## src/rtl/robot_diagnostics.sv

```systemverilog
// UART diagnostic block: 8N1 receiver and CTS-gated transmitter running side by side,
// with a switch-selected LED view of the last received / transmitted byte.
module robot_diagnostics #(
  parameter int CLKS_PER_BIT = 434
) (
  input  logic       sample_clock,
  input  logic       key,
  input  logic [9:0] sw,
  input  logic       uart_rx,
  input  logic       uart_cts,
  output logic       uart_tx,
  output logic       uart_rts,
  output logic       gpio_rx,
  output logic       gpio_cts,
  output logic [9:0] led
);

  localparam int CNT_W = $clog2(CLKS_PER_BIT + 1);
  localparam logic [CNT_W-1:0] BIT_LAST  = CNT_W'(CLKS_PER_BIT - 1);
  localparam logic [CNT_W-1:0] HALF_LAST = CNT_W'(CLKS_PER_BIT / 2 - 1);

  typedef enum logic [1:0] {RX_IDLE, RX_START, RX_DATA, RX_STOP} rx_state_t;
  typedef enum logic [2:0] {TX_IDLE, TX_WAIT_CTS, TX_START, TX_DATA, TX_STOP} tx_state_t;

  logic [1:0] rx_sync_q, cts_sync_q, sw_meta_q, sw_sync_q;
  logic       rx_prev_q, sw8_prev_q;
  logic       rx_s, cts_s, rx_fall, tx_req;

  rx_state_t  rx_state_q, rx_state_d;
  logic [CNT_W-1:0] rx_cnt_q, rx_cnt_d;
  logic [2:0] rx_bit_q, rx_bit_d;
  logic [7:0] rx_shift_q, rx_shift_d, rx_byte_q, rx_byte_d;
  logic       ferr_q, ferr_d;

  tx_state_t  tx_state_q, tx_state_d;
  logic [CNT_W-1:0] tx_cnt_q, tx_cnt_d;
  logic [2:0] tx_bit_q, tx_bit_d;
  logic [7:0] tx_byte_q, tx_byte_d;
  logic       tx_q, tx_d;
  logic       rts_q;
  logic [9:0] led_q, led_d;

  assign rx_s    = rx_sync_q[1];
  assign cts_s   = cts_sync_q[1];
  assign rx_fall = rx_prev_q & ~rx_s;
  assign tx_req  = sw_sync_q[0] & ~sw8_prev_q;

  // Two-flop synchronizers; sw_*_q[0] carries sw[8], [1] carries sw[9].
  always_ff @(posedge sample_clock or negedge key) begin
    if (!key) begin
      rx_sync_q  <= 2'b11;
      cts_sync_q <= 2'b11;
      sw_meta_q  <= 2'b00;
      sw_sync_q  <= 2'b00;
      rx_prev_q  <= 1'b1;
      sw8_prev_q <= 1'b0;
    end else begin
      rx_sync_q  <= {rx_sync_q[0], uart_rx};
      cts_sync_q <= {cts_sync_q[0], uart_cts};
      sw_meta_q  <= sw[9:8];
      sw_sync_q  <= sw_meta_q;
      rx_prev_q  <= rx_s;
      sw8_prev_q <= sw_sync_q[0];
    end
  end

  always_comb begin
    rx_state_d = rx_state_q;
    rx_cnt_d   = rx_cnt_q + 1'b1;
    rx_bit_d   = rx_bit_q;
    rx_shift_d = rx_shift_q;
    rx_byte_d  = rx_byte_q;
    ferr_d     = ferr_q;
    case (rx_state_q)
      RX_IDLE: begin
        rx_cnt_d = '0;
        if (rx_fall) rx_state_d = RX_START;
      end
      RX_START: if (rx_cnt_q == HALF_LAST) begin
        // A line back high at mid-start was only a glitch.
        rx_cnt_d   = '0;
        rx_bit_d   = '0;
        rx_state_d = rx_s ? RX_IDLE : RX_DATA;
      end
      RX_DATA: if (rx_cnt_q == BIT_LAST) begin
        rx_cnt_d   = '0;
        rx_shift_d = {rx_s, rx_shift_q[7:1]};
        rx_bit_d   = rx_bit_q + 3'd1;
        if (rx_bit_q == 3'd7) rx_state_d = RX_STOP;
      end
      RX_STOP: if (rx_cnt_q == BIT_LAST) begin
        rx_state_d = RX_IDLE;
        if (rx_s) begin
          rx_byte_d = rx_shift_q;
          ferr_d    = 1'b0;
        end else begin
          ferr_d    = 1'b1;
        end
      end
      default: rx_state_d = RX_IDLE;
    endcase
  end

  always_comb begin
    tx_state_d = tx_state_q;
    tx_cnt_d   = tx_cnt_q + 1'b1;
    tx_bit_d   = tx_bit_q;
    tx_byte_d  = tx_byte_q;
    case (tx_state_q)
      TX_IDLE: begin
        tx_cnt_d = '0;
        if (tx_req) begin
          tx_byte_d  = sw[7:0];
          tx_state_d = TX_WAIT_CTS;
        end
      end
      TX_WAIT_CTS: begin
        tx_cnt_d = '0;
        if (!cts_s) tx_state_d = TX_START;
      end
      TX_START: if (tx_cnt_q == BIT_LAST) begin
        tx_cnt_d   = '0;
        tx_bit_d   = '0;
        tx_state_d = TX_DATA;
      end
      TX_DATA: if (tx_cnt_q == BIT_LAST) begin
        tx_cnt_d = '0;
        tx_bit_d = tx_bit_q + 3'd1;
        if (tx_bit_q == 3'd7) tx_state_d = TX_STOP;
      end
      TX_STOP: if (tx_cnt_q == BIT_LAST) tx_state_d = TX_IDLE;
      default: tx_state_d = TX_IDLE;
    endcase
    // Line level follows the next state so it lines up with the state register.
    case (tx_state_d)
      TX_START: tx_d = 1'b0;
      TX_DATA:  tx_d = tx_byte_q[tx_bit_d];
      default:  tx_d = 1'b1;
    endcase
    led_d = {ferr_q, tx_state_q != TX_IDLE, sw_sync_q[1] ? tx_byte_q : rx_byte_q};
  end

  always_ff @(posedge sample_clock or negedge key) begin
    if (!key) begin
      rx_state_q <= RX_IDLE;
      rx_cnt_q   <= '0;
      rx_bit_q   <= '0;
      rx_shift_q <= '0;
      rx_byte_q  <= '0;
      ferr_q     <= 1'b0;
      tx_state_q <= TX_IDLE;
      tx_cnt_q   <= '0;
      tx_bit_q   <= '0;
      tx_byte_q  <= '0;
      tx_q       <= 1'b1;
      rts_q      <= 1'b1;
      led_q      <= '0;
    end else begin
      rx_state_q <= rx_state_d;
      rx_cnt_q   <= rx_cnt_d;
      rx_bit_q   <= rx_bit_d;
      rx_shift_q <= rx_shift_d;
      rx_byte_q  <= rx_byte_d;
      ferr_q     <= ferr_d;
      tx_state_q <= tx_state_d;
      tx_cnt_q   <= tx_cnt_d;
      tx_bit_q   <= tx_bit_d;
      tx_byte_q  <= tx_byte_d;
      tx_q       <= tx_d;
      rts_q      <= 1'b0;
      led_q      <= led_d;
    end
  end

  assign uart_tx  = tx_q;
  assign uart_rts = rts_q;
  assign gpio_rx  = rx_s;
  assign gpio_cts = cts_s;
  assign led      = led_q;

endmodule

```

## config.mk

```make
export PLATFORM = sky130hd
export DESIGN_NAME = robot_diagnostics
export DESIGN_NICKNAME = d
export VERILOG_FILES = /design/src/rtl/robot_diagnostics.sv
export SDC_FILE = /design/constraint.sdc
export NUM_CORES = 1
export LEC_CHECK = 0
export ABC_AREA = 1
export CAP_MARGIN = 30
export CORE_ASPECT_RATIO = 0.9
export CORE_UTILIZATION = 51
export CTS_CLUSTER_SIZE = 40
export DETAILED_ROUTE_END_ITERATION = 12
export HOLD_SLACK_MARGIN = 0.02
export PLACE_DENSITY = 0.74
export SLEW_MARGIN = 10
export SYNTH_ARGS = -nofsm -noshare
export SYNTH_HDL_FRONTEND = slang
export SYNTH_SLANG_ARGS = --single-unit
```

## constraint.sdc

```tcl
create_clock -name sample_clock -period 1.8 [get_ports sample_clock]
set_input_delay 0.36 -clock sample_clock [delete_from_list [all_inputs] [get_ports sample_clock]]
set_output_delay 0.36 -clock sample_clock [all_outputs]
set_load 0.03 [all_outputs]
```

==> results summary <==
The number of hold violations in the final report was 0. The initial antenna violation count is 0. The buffer levels on the longest clock path is 2.

Summed over all nets, the half-perimeter wirelength after detailed placement is ~4.5 mm. At the pin with the least slew margin, the transition time is roughly 0.52 ns. In this run the number of H-tree levels came out at 3.

Clock-pin slew was measured on the worst setup and hold paths at about 0.090 ns. The worst path required time is 2.09 ns. The startpoint identified for the worst register-to-register timing path is tx_cnt_q[1]. The placeable core region came out at a little over 6000 sq um. Setup violations remaining at the end of the flow were counted as 1. The average vias per placed instance is about 5.1. The share of synthesized flip-flops with an asynchronous set or reset is 100%. STA classifies the critical path endpoint as a flop. The die covers between 6000 and 7000 sq um.

The number of pins with negative max-slew slack in the final report was 0. The leakage power total is 1.95 nW. The top fanout value on the critical path came out at 5. In the final routed layout, each cell accounts on average for 13.4 um. The number of rows in the core area is 27. The cell area after technology mapping came out at ~3300 sq um. The maximum number of pins on one net before global-route repair is 41.

The minimum clock period after layout is a little under 2 ns. Timing would allow up to slightly above 500 MHz. After the first detailed-routing iteration, the DRC count stood at 138. In the post-synthesis netlist, the biggest area contributors are sky130_fd_sc_hd__dfrtp_1 53%, sky130_fd_sc_hd__nand2_1 8.5%, sky130_fd_sc_hd__dfstp_2 5.6%. The count of input and output buffers is 27. The vertical extent of the die is between 70 and 80 um. TritonCTS built the clock tree. The boundary pin count came out at 28. The global placer's final weighted congestion came out at roughly 0.9. Once routing completed, OpenROAD measured the worst setup slack at -0.133 ns. The worst clock skew is 0.00906 ns. The clock latency reported for the late side of the worst-skew pair came out at ~0.36 ns.

The library cell occupying the most area in the post-synthesis netlist is sky130_fd_sc_hd__dfrtp_1. The type of the most critical hold path is flop to flop. For this run, design rule violations remaining after detail routing come to 0.

The headroom to the max-slew limit came out at 65.6%. Across all register-to-register paths, the minimum setup slack is -0.13 ns. The clock tree root driver cell is sky130_fd_sc_hd__clkbuf_8. The count of warnings emitted by yosys is 0. Setup repair after global routing could not meet its margin everywhere.

The max-cap check violation count is 0. The repair_antennas step left the layout with diodes totalling 0. The count of distinct cell types in the synthesized netlist is 38.

The number of nets with antenna violations after routing came out at 0. Summed over its instances, the top area cell type makes up 52.6% of the synthesized netlist area. The starting density of the core came out at between 50% and 60%. Cells with a size suffix above 1 make up about a fifth of the layout. The total global routing track utilization came out at 20.8%. The global-route wire length before repair is 10.6 mm. Dividing the final minimum period by the clock period gives 107%.

The via count of the first global-routing pass is ~2400. Summing over every cut layer, the via total after detailed routing is about 2400. The count of nets after finishing is 403. Buffers inserted during clock tree synthesis total 9. The design area is just over 4000 sq um. The synthesized area per cell is 10.1 sq um.

For the worst flop-to-flop path, the logic depth is 16. The run finished, with violations left. The tree built by TritonCTS fans out to 76 sinks. The portion of the post-synthesis area used by sequential elements is 58.2%. The worst min-delay path endpoint is sw_sync_q[1]. The worst setup path category is flop to flop. Leaving out fill and tap cells, the most frequent cell in the layout is sky130_fd_sc_hd__nand2_1. The highest ir drop seen on vdd is roughly 0.70 mV. The count of state elements after synthesis is 76. The worst hold path begins at sw_meta_q[1]. The global-route congestion overflow total is 0.

The checks that failed: setup timing. The number of filler instances in the final layout is around 500. Before antenna repair, the detailed router went through 5 iterations.

The final design utilization is around 65%. For this block, the routed nets add up to about 6.3 mm of wire. The number of cells on the worst hold path is 0. The arrival time at the worst endpoint is 2.22 ns. The number of flops mapped to enable cells by yosys is 0. The placement-stage cell area is 3780 sq um. The top cell types in the final layout, fill and taps aside, are 71 x sky130_fd_sc_hd__nand2_1, 69 x sky130_fd_sc_hd__dfrtp_1, 36 x sky130_fd_sc_hd__inv_1. The worst setup path is launched from a flop. The cell area power density came out at 1170 nW/um^2. The number of nets in the synthesized netlist is about 350. In this run the critical register-to-register path is captured at uart_tx. In the synthesized netlist, the number of instances is 325. The die boundary width is 86.6 um.

For this run, the leading register cell type out of synthesis is sky130_fd_sc_hd__dfrtp_1. The relative area change from synthesis to final layout is 22.7%.
routing by layer:
layer  up-vias  routed length [um]  track usage [%]
met1      1145                2850             27.2
met4         0                 202             9.67
met5         -                   0                0
met2        60                3040             32.1
li1       1168                   -                -
met3        22                 233             6.10
cells in the mapped netlist, types with 2 or more instances:
cell type	n
sky130_fd_sc_hd__mux2_4	8
sky130_fd_sc_hd__nand2_2	2
sky130_fd_sc_hd__inv_1	38
sky130_fd_sc_hd__nand4_1	9
sky130_fd_sc_hd__xnor2_1	3
sky130_fd_sc_hd__and3_1	2
sky130_fd_sc_hd__buf_6	2
sky130_fd_sc_hd__nor2_1	22
sky130_fd_sc_hd__nor3_1	9
sky130_fd_sc_hd__dfrtp_1	69
sky130_fd_sc_hd__inv_2	2
sky130_fd_sc_hd__o21ai_1	8
sky130_fd_sc_hd__clkbuf_1	2
sky130_fd_sc_hd__nand2_1	74
sky130_fd_sc_hd__nand3_1	13
sky130_fd_sc_hd__mux2_2	8
sky130_fd_sc_hd__ha_1	10
sky130_fd_sc_hd__nor2_2	3
sky130_fd_sc_hd__dfstp_2	7
sky130_fd_sc_hd__o21ai_0	13
sky130_fd_sc_hd__a21oi_1	4
worst max-delay path, stage by stage, from the launching register on:
cell and delay [ns]:
sky130_fd_sc_hd__dfrtp_1 0.38, sky130_fd_sc_hd__inv_1 0.05, sky130_fd_sc_hd__ha_2 0.16, sky130_fd_sc_hd__nand2_2 0.07
sky130_fd_sc_hd__nor2_4 0.12, sky130_fd_sc_hd__nand2_2 0.08, sky130_fd_sc_hd__ha_4 0.17, sky130_fd_sc_hd__nand4_1 0.20
sky130_fd_sc_hd__nand3_4 0.15, sky130_fd_sc_hd__nand2_2 0.10, sky130_fd_sc_hd__nand2_1 0.06, sky130_fd_sc_hd__nand2_1 0.05
sky130_fd_sc_hd__nand2_1 0.05, sky130_fd_sc_hd__nand2_1 0.06, sky130_fd_sc_hd__nand2_1 0.06, sky130_fd_sc_hd__nand2_1 0.05
sky130_fd_sc_hd__nand2_1 0.05
power breakdown:
| group | internal [mW] | leakage [nW] | switching [mW] |
|---|---|---|---|
| sequential | 2.00 | 0.980 | 0.235 |
| clock | 0.538 | 0.0986 | 0.697 |
| combinational | 0.586 | 0.871 | 0.652 |
area by class of cell:
cell class | instances | area, sq um | area share (%)
clock buffers | 9 | 124 | 3.08
multi-input cells | 204 | 1230 | 30.6
inverters | 40 | 150 | 3.73
flip-flops and latches | 76 | 1910 | 47.4
repair buffers | 48 | 435 | 10.8
well taps | 87 | 109 | 2.70
clock inverters | 7 | 66.3 | 1.65
stage by stage:
stage / instances / power, mW / setup WS [ns] / setup TNS, ns / hold WS, ns
2_1_floorplan: 325 / 3.00 / -0.0295 / -0.0295 / 0.0644
3_3_place_gp: 453 / 3.44 / 0.0283 / 0 / 0.332
3_5_place_dp: 453 / 3.48 / -0.0609 / -0.0609 / 0.339
4_1_cts: 470 / 4.72 / -0.0673 / -0.0673 / 0.360
5_1_grt: 471 / 4.98 / -0.296 / -0.296 / 0.367
6_report: 471 / 4.71 / -0.133 / -0.133 / 0.357
repair_timing:
action,4_1_cts,5_1_grt
hold buffers,1,0
hold endpoints to repair,30,0
pin swaps,0,7
setup buffers,0,1
resized for setup,5,9
endpoints found under the setup margin,5,7
worst max path at each step:
stage | start | endpoint | slack (ns) | cells after the start
floorplan | tx_cnt_q[1] | uart_tx | -0.03 | 17
global placement | tx_cnt_q[1] | uart_tx | 0.03 | 17
detailed placement | tx_cnt_q[1] | uart_tx | -0.06 | 17
CTS | tx_cnt_q[1] | uart_tx | -0.07 | 17
global route | tx_cnt_q[1] | uart_tx | -0.30 | 16
finish | tx_cnt_q[1] | uart_tx | -0.13 | 16
registers in the layout, indices dropped and copies added (netlist names), named ones only:
| signal | cells |
|---|---|
| cts_sync_q | 2 |
| rx_bit_q | 3 |
| sw8_prev_q | 1 |
| rx_byte_q | 8 |
| tx_state_q | 3 |
| sw_meta_q | 2 |
| tx_cnt_q | 9 |
| tx_byte_q | 8 |
| uart_tx | 1 |
| uart_rts | 1 |
| rx_shift_q | 8 |
| ferr_q | 1 |
| rx_sync_q | 2 |
| rx_cnt_q | 9 |
| sw_sync_q | 2 |
| rx_prev_q | 1 |
| tx_bit_q | 3 |
| rx_state_q | 1 |
| led | 10 |
cell families (layout without fill, tap and decap cells):
| kind of cell | count (synthesis) | in the layout | synth area share (%) |
|---|---|---|---|
| and+or+nand+nor | 140 | 140 | 18.9 |
| DFF | 76 | 76 | 58.2 |
| buffers and inverters | 45 | 104 | 5.64 |
| AOI/OAI and AO/OA | 32 | 32 | 5.49 |
| muxes | 17 | 17 | 6.75 |
| adders and majority gates | 10 | 10 | 3.81 |
| xor gates and xnor gates | 4 | 4 | 1.07 |
| other | 1 | 1 | 0.114 |
Power figures use the tool's default switching activity.
